## src/rtl/bank_read_serializer_if.sv

```systemverilog
// Bank read serializer bus: flattened bank words in, one selected word out.
// Carries burst request fields, downstream accept and the output word/status.
// slave modport is the serializer's view; master is the driver/consumer view.
interface bank_read_serializer_if #(
  parameter int D_WIDTH   = 64,
  parameter int NUM_BANKS = 16
);
  localparam int SEL_W = $clog2(NUM_BANKS);

  logic [NUM_BANKS*D_WIDTH-1:0] Q_in;
  logic                         start;
  logic [SEL_W-1:0]             start_bank;
  logic [SEL_W:0]               burst_len;
  logic                         out_ready;
  logic [D_WIDTH-1:0]           Q_out;
  logic                         out_valid;
  logic                         out_last;
  logic                         busy;
  logic [SEL_W-1:0]             cur_bank;
  logic                         start_err;

  modport slave (
    input  Q_in, start, start_bank, burst_len, out_ready,
    output Q_out, out_valid, out_last, busy, cur_bank, start_err
  );

  modport master (
    output Q_in, start, start_bank, burst_len, out_ready,
    input  Q_out, out_valid, out_last, busy, cur_bank, start_err
  );
endinterface

```

## src/rtl/bank_read_serializer.sv

```systemverilog
// Serializes a burst of consecutive bank words (wrapping modulo NUM_BANKS) onto Q_out.
// Latency: first word valid one cycle after an accepted start, then one word per cycle.
// Backpressure: out_ready=0 holds word, bank index, last flag and count; starts while busy are rejected.
module bank_read_serializer #(
  parameter int D_WIDTH   = 64,
  parameter int NUM_BANKS = 16
) (
  input  logic                  clk,
  input  logic                  rst,
  bank_read_serializer_if.slave bus
);
  localparam int SEL_W = $clog2(NUM_BANKS);
  localparam logic [SEL_W:0]   NB        = (SEL_W+1)'(NUM_BANKS);
  localparam logic [SEL_W:0]   ONE       = (SEL_W+1)'(1);
  localparam logic [SEL_W-1:0] LAST_BANK = SEL_W'(NUM_BANKS - 1);

  typedef enum logic {IDLE, RUN} state_t;

  state_t             state, state_n;
  logic [D_WIDTH-1:0] q_reg, word;
  logic [SEL_W-1:0]   bank_reg, next_bank, sel;
  logic [SEL_W:0]     count;
  logic               err_reg, err_n, load, advance, start_ok;

  // Next-state decode, start validation and bank selection for the next load.
  always_comb begin
    state_n   = state;
    load      = 1'b0;
    advance   = 1'b0;
    err_n     = 1'b0;
    start_ok  = ({1'b0, bus.start_bank} < NB) && (bus.burst_len != '0) && (bus.burst_len <= NB);
    // Explicit wrap so non-power-of-two bank counts roll over to 0.
    next_bank = (bank_reg == LAST_BANK) ? '0 : bank_reg + 1'b1;
    case (state)
      IDLE: begin
        if (bus.start) begin
          if (start_ok) begin
            load    = 1'b1;
            state_n = RUN;
          end else begin
            err_n = 1'b1;
          end
        end
      end
      RUN: begin
        // Any start seen while running is refused, including on the completing edge.
        if (bus.start) err_n = 1'b1;
        if (bus.out_ready) begin
          if (count == ONE) state_n = IDLE;
          else              advance = 1'b1;
        end
      end
      default: state_n = IDLE;
    endcase
    sel  = load ? bus.start_bank : next_bank;
    word = bus.Q_in[int'(sel)*D_WIDTH +: D_WIDTH];
  end

  // State register.
  always_ff @(posedge clk or posedge rst) begin
    if (rst) state <= IDLE;
    else     state <= state_n;
  end

  // Output word, bank index, remaining count and error pulse.
  always_ff @(posedge clk or posedge rst) begin
    if (rst) begin
      q_reg    <= '0;
      bank_reg <= '0;
      count    <= '0;
      err_reg  <= 1'b0;
    end else begin
      err_reg <= err_n;
      if (load) begin
        q_reg    <= word;
        bank_reg <= bus.start_bank;
        count    <= bus.burst_len;
      end else if (state == RUN && bus.out_ready) begin
        // Final transfer just drains the count; word and index stay visible.
        count <= count - 1'b1;
        if (advance) begin
          q_reg    <= word;
          bank_reg <= next_bank;
        end
      end
    end
  end

  assign bus.Q_out     = q_reg;
  assign bus.out_valid = (state == RUN);
  assign bus.out_last  = (state == RUN) && (count == ONE);
  assign bus.busy      = (state == RUN);
  assign bus.cur_bank  = bank_reg;
  assign bus.start_err = err_reg;
endmodule

```

## src/flat_wrapper.sv

```systemverilog
// flat-port wrapper written by rule: the top's interface ports become plain ports
module bank_read_serializer_flat 
#(
  parameter int D_WIDTH   = 64,
  parameter int NUM_BANKS = 16
)
  (clk, rst, bus_Q_in, bus_start, bus_start_bank, bus_burst_len, bus_out_ready, bus_Q_out, bus_out_valid, bus_out_last, bus_busy, bus_cur_bank, bus_start_err);
  bank_read_serializer_if #(.D_WIDTH(D_WIDTH), .NUM_BANKS(NUM_BANKS)) bus_i ();
  input  logic clk;
  input  logic rst;
  input wire logic [$bits(bus_i.Q_in)-1:0] bus_Q_in;
  input wire logic [$bits(bus_i.start)-1:0] bus_start;
  input wire logic [$bits(bus_i.start_bank)-1:0] bus_start_bank;
  input wire logic [$bits(bus_i.burst_len)-1:0] bus_burst_len;
  input wire logic [$bits(bus_i.out_ready)-1:0] bus_out_ready;
  output wire logic [$bits(bus_i.Q_out)-1:0] bus_Q_out;
  output wire logic [$bits(bus_i.out_valid)-1:0] bus_out_valid;
  output wire logic [$bits(bus_i.out_last)-1:0] bus_out_last;
  output wire logic [$bits(bus_i.busy)-1:0] bus_busy;
  output wire logic [$bits(bus_i.cur_bank)-1:0] bus_cur_bank;
  output wire logic [$bits(bus_i.start_err)-1:0] bus_start_err;
  assign bus_i.Q_in = bus_Q_in;
  assign bus_i.start = bus_start;
  assign bus_i.start_bank = bus_start_bank;
  assign bus_i.burst_len = bus_burst_len;
  assign bus_i.out_ready = bus_out_ready;
  assign bus_Q_out = bus_i.Q_out;
  assign bus_out_valid = bus_i.out_valid;
  assign bus_out_last = bus_i.out_last;
  assign bus_busy = bus_i.busy;
  assign bus_cur_bank = bus_i.cur_bank;
  assign bus_start_err = bus_i.start_err;
  bank_read_serializer #(.D_WIDTH(D_WIDTH), .NUM_BANKS(NUM_BANKS)) u_core (.clk(clk), .rst(rst), .bus(bus_i));
endmodule
```

## config.mk

```make
export PLATFORM = sky130hd
export DESIGN_NAME = bank_read_serializer_flat
export DESIGN_NICKNAME = d
export VERILOG_FILES = /design/src/rtl/bank_read_serializer_if.sv /design/src/rtl/bank_read_serializer.sv /design/src/flat_wrapper.sv
export SDC_FILE = /design/constraint.sdc
export NUM_CORES = 1
export LEC_CHECK = 0
export CAP_MARGIN = 20
export CORE_AREA = 8 8 426 428
export DETAILED_ROUTE_END_ITERATION = 6
export DIE_AREA = 0 0 434 436
export PLACE_DENSITY_LB_ADDON = 0.12
export REMOVE_ABC_BUFFERS = 1
export SKIP_LAST_GASP = 1
export SLEW_MARGIN = 20
export SYNTH_ARGS = -nofsm -noshare
export SYNTH_HDL_FRONTEND = slang
export SYNTH_SLANG_ARGS = --single-unit
export TNS_END_PERCENT = 20
```

## constraint.sdc

```tcl
create_clock -name clk -period 2.25 [get_ports clk]
set_clock_uncertainty 0.05 [all_clocks]
set_input_delay 0.225 -clock clk [delete_from_list [all_inputs] [get_ports clk]]
set_output_delay 0.225 -clock clk [all_outputs]
set_load 0.03 [all_outputs]
```

==> impl_summary.txt <==
----------------------------------------------------
[Outcome]
  Outcome ... finished with violations
  Failing checks ... setup timing

[Synthesis]
  Syn. warnings ... 0
  Average instance area after synthesis ... 5.72 sq um
  Most frequent cell after synthesis ... sky130_fd_sc_hd__nand2_1
  Cell area after synthesis ... 11,100 sq um
  Main area contributors after synthesis ... sky130_fd_sc_hd__nand2_1 (31%), sky130_fd_sc_hd__dfrtp_1 (17%), sky130_fd_sc_hd__nand3_1 (15%)
  Number of standard cells after synthesis ... 1,934
  List of most frequent post-synthesis cells ... sky130_fd_sc_hd__nand2_1 (910), sky130_fd_sc_hd__nand3_1 (325), sky130_fd_sc_hd__a32oi_1 (128)
  Most frequently used flop master after synthesis ... sky130_fd_sc_hd__dfrtp_1
  Number of synthesized flops with an enable pin ... 0
  FF+latch count, synth ... 75
  Async set-or-reset flop fraction in the synthesized netlist ... 100%
  Number of unique standard cell types used by synthesis ... 37
  Biggest area consumer among synthesized cells ... sky130_fd_sc_hd__nand2_1
  Sequential-to-total area share from yosys stat ... 17.0%
  Yosys top cell area share ... 30.9%

[Clock tree]
  Buffer levels on the longest clock path ... 2
  TritonCTS buffer count ... 9
  Root buf cell ... sky130_fd_sc_hd__clkbuf_16
  Worst-Skew Late Latency ... 430 ps
  TritonCTS clock tree ... yes
  Maximum level of the CTS H-tree ... 3
  Clock-pin transition on the worst setup and hold timing paths ... 90 ps
  Count of clock tree sinks ... 75

[Die]
  Starting Density ... 6.32%
  Chip width ... 434 um
  Core box area ... 175,000 sq um
  Area enclosed by the die boundary ... 189,000 sq um
  Floorplan row count ... 154
  I/O Pins ... 1,109
  Die H ... 436 um

[STA]
  Count of final max-slew check failures ... 0
  RSZ-0062 raised after global routing ... yes
  Final Cycle Share ... 120%
  Min cycle time layout ... 2710 ps
  Setup ws final ... -455 ps
  Tightest slew margin relative to the limit ... 60.8%
  Tightest Pin Transition ... 586 ps
  Sum of negative setup slack ... -23,530 ps
  Highest clock frequency the design can meet ... 0.370 GHz
  Final count of negative-setup-slack endpoints ... 64
  Hold Vio Cnt, Final ... 0

[Flow run]
  Maximum capacitance violations ... 0

[Worst setup path]
  Reg2reg path depth ... 11
  Top fanout value on the critical path ... 16
  Critical path startpoint category ... flip-flop
  Data arrival, critical path ... 2960 ps
  Kind of capture point of the worst setup path ... flip-flop
  Crit Path Category ... reg2reg
  Data required time at the worst endpoint ... 2500 ps

[Drt]
  DRC ... 0
  Number of DRC violations after detailed-routing iteration 0 ... 1,141
  Via count ... 19,499
  Vias per inst ... 3.50
  First-pass iteration count of the detailed router ... 5
  Drt total wl ... 153 mm
  WL/cell ... 27.4 um
  Remaining antenna violation count after routing ... 0

[Worst hold path]
  Hold-critical path depth ... 4
  Path class of the lowest-slack min-delay path ... in2reg

[Finish]
  Post-synthesis to final-layout area growth ... 161%
  Nets ... 4,261
  Number of inserted filler cells in the final layout ... 20,252
  Layout cell share with drive strength beyond 1 ... 13.4%

[Global route]
  Aggregate global routing overflow ... 0
  All-layer global routing usage ... 15.2%
  Largest net degree at the start of global routing ... 48
  Wire length of the first global-routing pass ... 197 mm
  Number of antenna violations at the first check in global routing ... 28
  Number of global-route vias before repair ... 21,262

[Place]
  Pre-CTS worst setup slack ... -1700 ps
  HPWL after detailed placement ... 129 mm
  Number of buffers added on ports ... 1,108
  Final Wtd Congestion ... 0.863

[Power and ir drop]
  Largest voltage drop on the vdd net ... 0.663 mV
  Power per cell area ... 1660 nW/um^2
  Power, Total ... 47.8 mW
  P_leak ... 11.1 nW

----------------------------------------------------
==> state kept, by name, summed over array words and instances, names as in the netlist <==
signal                cells
u_core.bus.Q_out         64
u_core.bus.busy           1
u_core.bus.cur_bank       4
u_core.bus.start_err      1
u_core.count              5
==> placed cells by master, fill, tap and decap left out, types with 3 or more instances in the layout <==
cell and instances:
sky130_fd_sc_hd__a31oi_1 60, sky130_fd_sc_hd__ha_1 3, sky130_fd_sc_hd__inv_6 3, sky130_fd_sc_hd__mux2i_4 5
sky130_fd_sc_hd__buf_6 10, sky130_fd_sc_hd__clkbuf_16 13, sky130_fd_sc_hd__buf_4 259, sky130_fd_sc_hd__mux2i_1 58
sky130_fd_sc_hd__nand3_2 11, sky130_fd_sc_hd__nand2_4 5, sky130_fd_sc_hd__a32oi_2 8, sky130_fd_sc_hd__nand2_1 903
sky130_fd_sc_hd__o21ai_0 52, sky130_fd_sc_hd__diode_2 10, sky130_fd_sc_hd__mux2i_2 4, sky130_fd_sc_hd__dfrtp_1 75
sky130_fd_sc_hd__or3_1 3, sky130_fd_sc_hd__inv_1 5, sky130_fd_sc_hd__clkdlybuf4s50_1 1099, sky130_fd_sc_hd__buf_16 6
sky130_fd_sc_hd__buf_8 7, sky130_fd_sc_hd__o21ai_1 18, sky130_fd_sc_hd__bufinv_16 3, sky130_fd_sc_hd__xnor2_1 3
sky130_fd_sc_hd__nand4_1 64, sky130_fd_sc_hd__buf_12 69, sky130_fd_sc_hd__a32oi_1 117, sky130_fd_sc_hd__a31oi_2 4
sky130_fd_sc_hd__a32oi_4 3, sky130_fd_sc_hd__nand3_1 314
==> power breakdown <==
part / internal (mW) / leakage [nW] / switching, mW / total [mW]
Clock: 1.10 / 0.167 / 1.01 / 2.11
Sequential: 2.10 / 0.903 / 0.666 / 2.77
Combinational: 18.2 / 10.0 / 24.7 / 43.0
==> layout make-up <==
cell class	instances	area, sq um	share of cell area, %
timing repair buffer	1460	14900	51.7
antenna	10	25.0	0.0867
clock inverter	7	124	0.429
sequential	75	1880	6.50
multi-input combinational	1669	8750	30.3
tap	2340	2930	10.1
clock buffer	9	225	0.780
inverter	6	27.5	0.0954
==> critical path, stage by stage, from the launching register on <==
cell,delay (ps)
sky130_fd_sc_hd__dfrtp_1,400
sky130_fd_sc_hd__and3b_2,250
sky130_fd_sc_hd__mux2i_4,150
sky130_fd_sc_hd__buf_6,150
sky130_fd_sc_hd__mux2_8,450
sky130_fd_sc_hd__buf_12,170
sky130_fd_sc_hd__buf_12,140
sky130_fd_sc_hd__bufbuf_16,290
sky130_fd_sc_hd__nand2_1,110
sky130_fd_sc_hd__nand3_1,80
sky130_fd_sc_hd__a32oi_1,210
sky130_fd_sc_hd__o21ai_0,110
==> stage by stage <==
stage                     cell area [sq um]  instances  utilization (%)  hold WS, ps
after CTS                             28400       5549             16.2         83.8
final                                 28900       5576             16.5         97.7
after detailed placement              27400       5502             15.7          438
after global placement                27400       5502             15.7          433
after global routing                  28900       5574             16.5         81.1
after floorplan                       10200       1749                -          292
==> worst paths after layout <==
path | startpoint | to | slack, ps
max | u_core.bus.busy$_DFF_PP0_ | u_core.bus.Q_out[37]$_DFFE_PP0P_ | -460
max in group asynchronous | rst | u_core.bus.Q_out[19]$_DFFE_PP0P_ | 1400
min in group asynchronous | rst | u_core.bus.Q_out[12]$_DFFE_PP0P_ | 110
min | bus_burst_len[2] | u_core.count[2]$_DFFE_PP0P_ | 100
max reg2reg | u_core.bus.busy$_DFF_PP0_ | u_core.bus.Q_out[37]$_DFFE_PP0P_ | -460
min reg2reg | u_core.bus.Q_out[56]$_DFFE_PP0P_ | u_core.bus.Q_out[56]$_DFFE_PP0P_ | 450
==> what timing repair did <==
item,in CTS,in global routing
hold buffers,0,0
resized for setup,58,54
pin swaps,8,20
cloned,4,4
buffers inserted,27,13
endpoints found under the setup margin,66,67
==> per-layer routing <==
layer  up-vias  global-route usage, %  wire length (um)
li1       9393                      -                 -
met1      9435                   17.3             59600
met2       604                   29.2             82300
met3        55                   3.47              9210
met4        12                   2.24              1510
met5         -                      0                82
==> kinds of logic after synthesis <==
kind of cell	count (synthesis)	synth area share, %
fa+ha+maj	3	0.339
compound gates	275	17.8
simple gates	1314	50.2
mux	71	6.47
xor+xnor	5	0.396
flops	75	17.0
buf+inv	191	7.86
Note: power is estimated with default switching activity, not from simulation.
==> RTL change 1 (config.mk and constraints unchanged) <==
`D_WIDTH` is set to 64 in 3 places; all go to 68.
--- a/src/rtl/bank_read_serializer_if.sv
+++ b/src/rtl/bank_read_serializer_if.sv
@@ -3,5 +3,5 @@
 // slave modport is the serializer's view; master is the driver/consumer view.
 interface bank_read_serializer_if #(
-  parameter int D_WIDTH   = 64,
+  parameter int D_WIDTH   = 68,
   parameter int NUM_BANKS = 16
 );
--- a/src/rtl/bank_read_serializer.sv
+++ b/src/rtl/bank_read_serializer.sv
@@ -3,5 +3,5 @@
 // Backpressure: out_ready=0 holds word, bank index, last flag and count; starts while busy are rejected.
 module bank_read_serializer #(
-  parameter int D_WIDTH   = 64,
+  parameter int D_WIDTH   = 68,
   parameter int NUM_BANKS = 16
 ) (
--- a/src/flat_wrapper.sv
+++ b/src/flat_wrapper.sv
@@ -2,5 +2,5 @@
 module bank_read_serializer_flat 
 #(
-  parameter int D_WIDTH   = 64,
+  parameter int D_WIDTH   = 68,
   parameter int NUM_BANKS = 16
 )
Ports: changed (resized bus_Q_in and bus_Q_out); port bits go from 1109 to 1177. The function was not compared with the original's and may differ.
==> RTL change 1 against the original RTL <==
The run still ends with negative setup slack left; power up 1.4%; worst setup slack gained 36 ps; design area rose by 10%; sequential cell count up 4; synthesized cell count is 0.57% higher; hold slack improved by 57 ps; routed wire length grew 4.1%; area after synthesis rose by 16%; register-to-register slack better by 50 ps; highest routed layer unchanged.
==> RTL change 1: results (changes against the original RTL) <==
metric	value	unit	change
run_status	complete, but fails checks		
failed_checks	negative setup slack		
worst_pin_slew	766.9	ps	+181.0 ps
number_of_antenna_violations_at_the_first_check_in_global_routing	46		+64%
post-place-cells	5591		+1.6%
post_dp_cell_area	29910	sq um	+9.2%
worst_slack	-418.8	ps	+36.37 ps
largest_register_ffs	68		+6.3%
numPortBuffers	1176		+6.1%
peakVddDrop	791.0	uV	+19%
groute.layer.met3.usage	3.560	%	+0.092 points
synth_cell_types	49		+32%
crit_family	buffers and inverters		
grt_util_met1	17.30	%	+0.022 points
synth-xor-area-share	0.3413	%	-0.055 points
worst_path_max_delay_cell	sky130_fd_sc_hd__clkdlybuf4s50_1		
synth-warning-count	0		unchanged
leakage	12.75	nW	+15%
num_vias	20090		+3.0%
met3WireLength	9277	um	+0.76%
place.gp.congestion	0.8593		-0.39%
hold_path.class	in2async		
cts_buffers	9		unchanged
mean_routed_wirelength_per_cell	27.89	um	+1.8%
global_route_total_usage_across_every_layer	15.93	%	+0.73 points
clkLatencyLatePin	430	ps	about the same
synth_cell_count_leaders	sky130_fd_sc_hd__nand2_1 (645), sky130_fd_sc_hd__mux2i_1 (336), sky130_fd_sc_hd__nand3_1 (287), sky130_fd_sc_hd__a21oi_1 (115), sky130_fd_sc_hd__clkbuf_1 (93)		
synth_area_leaders	sky130_fd_sc_hd__mux2i_1 (26%), sky130_fd_sc_hd__nand2_1 (19%), sky130_fd_sc_hd__dfrtp_1 (15%)		
wl	159000	um	+4.1%
grtUsageMet2	31.10	%	+1.9 points
largest_family_of_logic_cells_by_synthesized_area	simple AND/OR/NAND/NOR gates		
drt_first_iter_violations	915		-20%
vias_in_the_first_global_route	22380		+5.3%
post-dp-hpwl	134300	um	+3.9%
critical_path_peak_fanout	6		-10
critPathArrivalTime	2920	ps	-40 ps
detail_route.wirelength.met1	60160	um	+0.88%
layout.nets	4439		+4.2%
route.top_layer_used	met5		
met2WireLength	86470	um	+5.1%
firstDrtPassIters	5		unchanged
syn-mean-instance-area	6.598	sq um	+15%
placement_setup_slack	-1442	ps	+261.9 ps
async_reset_ff_share	100.0	%	unchanged
cts-root-buf	sky130_fd_sc_hd__clkbuf_16		
first_pass_grt_wire_length	206600	um	+4.9%
grt_max_degree	37		-23%
synth_compound_gate_area_share	12.03	%	-5.7 points
setup_violations	68		+6.3%
synth_fa_ha_area_share	0.2925	%	-0.047 points
peak_per_stage_delay_on_the_critical_path	450	ps	about the same
layout-drive-gt1-share	16.56	%	+3.1 points
ff2ff_path_depth	13		+2
synth_sequential_area_ratio	15.41	%	-1.6 points
timing.setup.tns	-23740	ps	-210.5 ps
yosys-mux-area-fraction	26.65	%	+20 points
RTL change 1: changes by cell type after synthesis, sizes merged, moves of 16 or more:
| cell | unedited run | this run |
|---|---|---|
| a21oi | 2 | 115 |
| a31oi | 65 | 16 |
| a32oi | 128 | 30 |
| buf | 107 | 85 |
| clkbuf | 78 | 94 |
| mux2i | 67 | 337 |
| nand2 | 910 | 645 |
| nand3 | 325 | 287 |
| nand4 | 64 | 14 |
| nor2 | 2 | 62 |
| nor4 | 1 | 54 |
| o21ai | 72 | 21 |
| o22ai | 0 | 53 |
RTL change 1: cell type report:
cell class | instances | area [sq um]
inverter | 6 | 27.53
clock buffer | 10 | 229.0
timing repair buffer | 1557 | 16000
tap | 2340 | 2928
clock inverter | 6 | 37.54
antenna | 22 | 55.05
multi-input combinational | 1682 | 10620
fill | 19990 | 143100
sequential | 79 | 1977
RTL change 1: what timing repair did:
| action | CTS | global route |
|---|---|---|
| buffers inserted | 39 | 30 |
| gates cloned | 10 | 6 |
| pin swaps | 41 | 30 |
| endpoints found under the setup margin | 69 | 71 |
| resized for setup | 116 | 39 |
RTL change 1: worst paths after layout:
kind | slack (ps) | to | startpoint
setup / recovery | -420 | u_core.bus.Q_out[5] | bus_burst_len[2]
hold / removal | 150 | u_core.bus.Q_out[16] | rst
setup reg to reg | -410 | u_core.bus.Q_out[55] | u_core.bus.busy
hold reg to reg | 470 | u_core.bus.Q_out[37] | u_core.bus.Q_out[37]
max in group asynchronous | 1420 | u_core.bus.Q_out[32] | rst
min in group clk | 230 | u_core.count[1] | bus_burst_len[1]
RTL change 1: power breakdown:
group,total [W],switching [W],internal [W],leakage [nW]
Combinational,0.0438,0.0235,0.0204,11.7
Clock,0.00174,0.000991,0.000748,0.124
Sequential,0.00293,0.000727,0.00221,0.890
Total,0.0485,0.0252,0.0233,12.7
==> RTL change 2 (config.mk and constraints unchanged) <==
Without the edit above. Reset style: synchronous (`rst`), changed in 2 clocked blocks.
--- a/src/rtl/bank_read_serializer.sv
+++ b/src/rtl/bank_read_serializer.sv
@@ -58,5 +58,5 @@
 
   // State register.
-  always_ff @(posedge clk or posedge rst) begin
+  always_ff @(posedge clk) begin
     if (rst) state <= IDLE;
     else     state <= state_n;
@@ -64,5 +64,5 @@
 
   // Output word, bank index, remaining count and error pulse.
-  always_ff @(posedge clk or posedge rst) begin
+  always_ff @(posedge clk) begin
     if (rst) begin
       q_reg    <= '0;
Check against the original RTL: not equivalent (Yosys sat finds a counterexample within 4 cycles, from zero or initial values and one cycle with rst high; the reset may be asserted at any time).
==> RTL change 2 against the original RTL <==
The flow still finishes with violations (negative setup slack); register-to-register slack worse by 130 ps; sequential cell count unchanged; design area up 23%; area after synthesis up 37%; worst setup slack worse by 150 ps; routed wire length up 23%; largest cell class unchanged.
Power is left out: it rests on default switching activity, and per cell area and clock period it moved more than threefold.
==> RTL change 2: results (changes against the original RTL) <==
metric	value	unit	change
rr_endpoint	u_core.bus.Q_out[34]		
place.gp.congestion	0.8612		-0.17%
multi_input_area_share	35.62	%	+5.3 points
setup_violations	65		+1.6%
syn-mean-instance-area	7.211	sq um	+26%
worst_pin_slew	704.3	ps	+118.4 ps
nFillCells	19790		-2.3%
run_status	complete, but fails checks		
layout.cells.non_filler	5815		+4.3%
critPathArrivalTime	3140	ps	+180 ps
worst_slack	-602.7	ps	-147.5 ps
grt_max_degree	103		+110%
failed_checks	negative setup slack		
layout.nets	4465		+4.8%
global_route_total_usage_across_every_layer	18.32	%	+3.1 points
synth_area_leaders	sky130_fd_sc_hd__a221oi_1 (28%), sky130_fd_sc_hd__a211oi_1 (13%), sky130_fd_sc_hd__a21boi_0 (13%)		
fin_util	20.32	%	+3.8 points
hold_slack	83.41	ps	-14.34 ps
worst_hold_launch	bus_burst_len[0]		
grtUsageMet2	34.04	%	+4.9 points
grt_util_met1	21.44	%	+4.2 points
synth_sequential_area_ratio	9.906	%	-7.1 points
placement_setup_slack	-1862	ps	-157.5 ps
synth_cell_count_leaders	sky130_fd_sc_hd__a221oi_1 (487), sky130_fd_sc_hd__inv_1 (324), sky130_fd_sc_hd__a211oi_1 (258), sky130_fd_sc_hd__a21boi_0 (256), sky130_fd_sc_hd__clkbuf_1 (185)		
detail_route.wirelength.met1	75200	um	+26%
number_of_antenna_violations_at_the_first_check_in_global_routing	87		+210%
num_vias	25160		+29%
netlist_instances	2102		+8.7%
insertedDiodeCount	45		+35
fmax	0.3506	GHz	-5.2%
regToRegStartpoint	u_core.bus.busy		
bufAreaShareNonClock	47.39	%	-4.3 points
mean_routed_wirelength_per_cell	32.35	um	+18%
groute.layer.met3.usage	4.476	%	+1.0 points
rrSetupSlack	-590	ps	-130 ps
signal_buffers	1655		+13%
RTL change 2: cell families (layout without fill, tap and decap cells):
group                    Yosys count  in the layout  synth area share, %
AO/OA/AOI/OAI                   1238           1238                66.44
buffers and inverters            668           1995                18.56
AND/OR/NAND/NOR                  108            108                4.193
flip-flops                        75             75                9.906
multiplexers                       6              7               0.4210
XOR/XNOR                           4              4               0.2312
adder cells (fa/ha/maj)            3              3               0.2477
other                              0             45                    0
RTL change 2: what timing repair did:
action / 4_1_cts / 5_1_grt
resized for setup: 105 / 217
setup buffers: 35 / 30
setup endpoints to repair: 69 / 67
cloned: 8 / 8
pin swaps: 14 / 36
RTL change 2: how the worst max path moves through the flow:
stage	to	cells after the start
6_report	u_core.bus.Q_out[34]	13
5_1_grt	u_core.bus.Q_out[21]	14
4_1_cts	u_core.bus.Q_out[1]	12
3_5_place_dp	u_core.bus.Q_out[57]	12
3_3_place_gp	u_core.bus.Q_out[57]	12
2_1_floorplan	u_core.bus.Q_out[0]	6
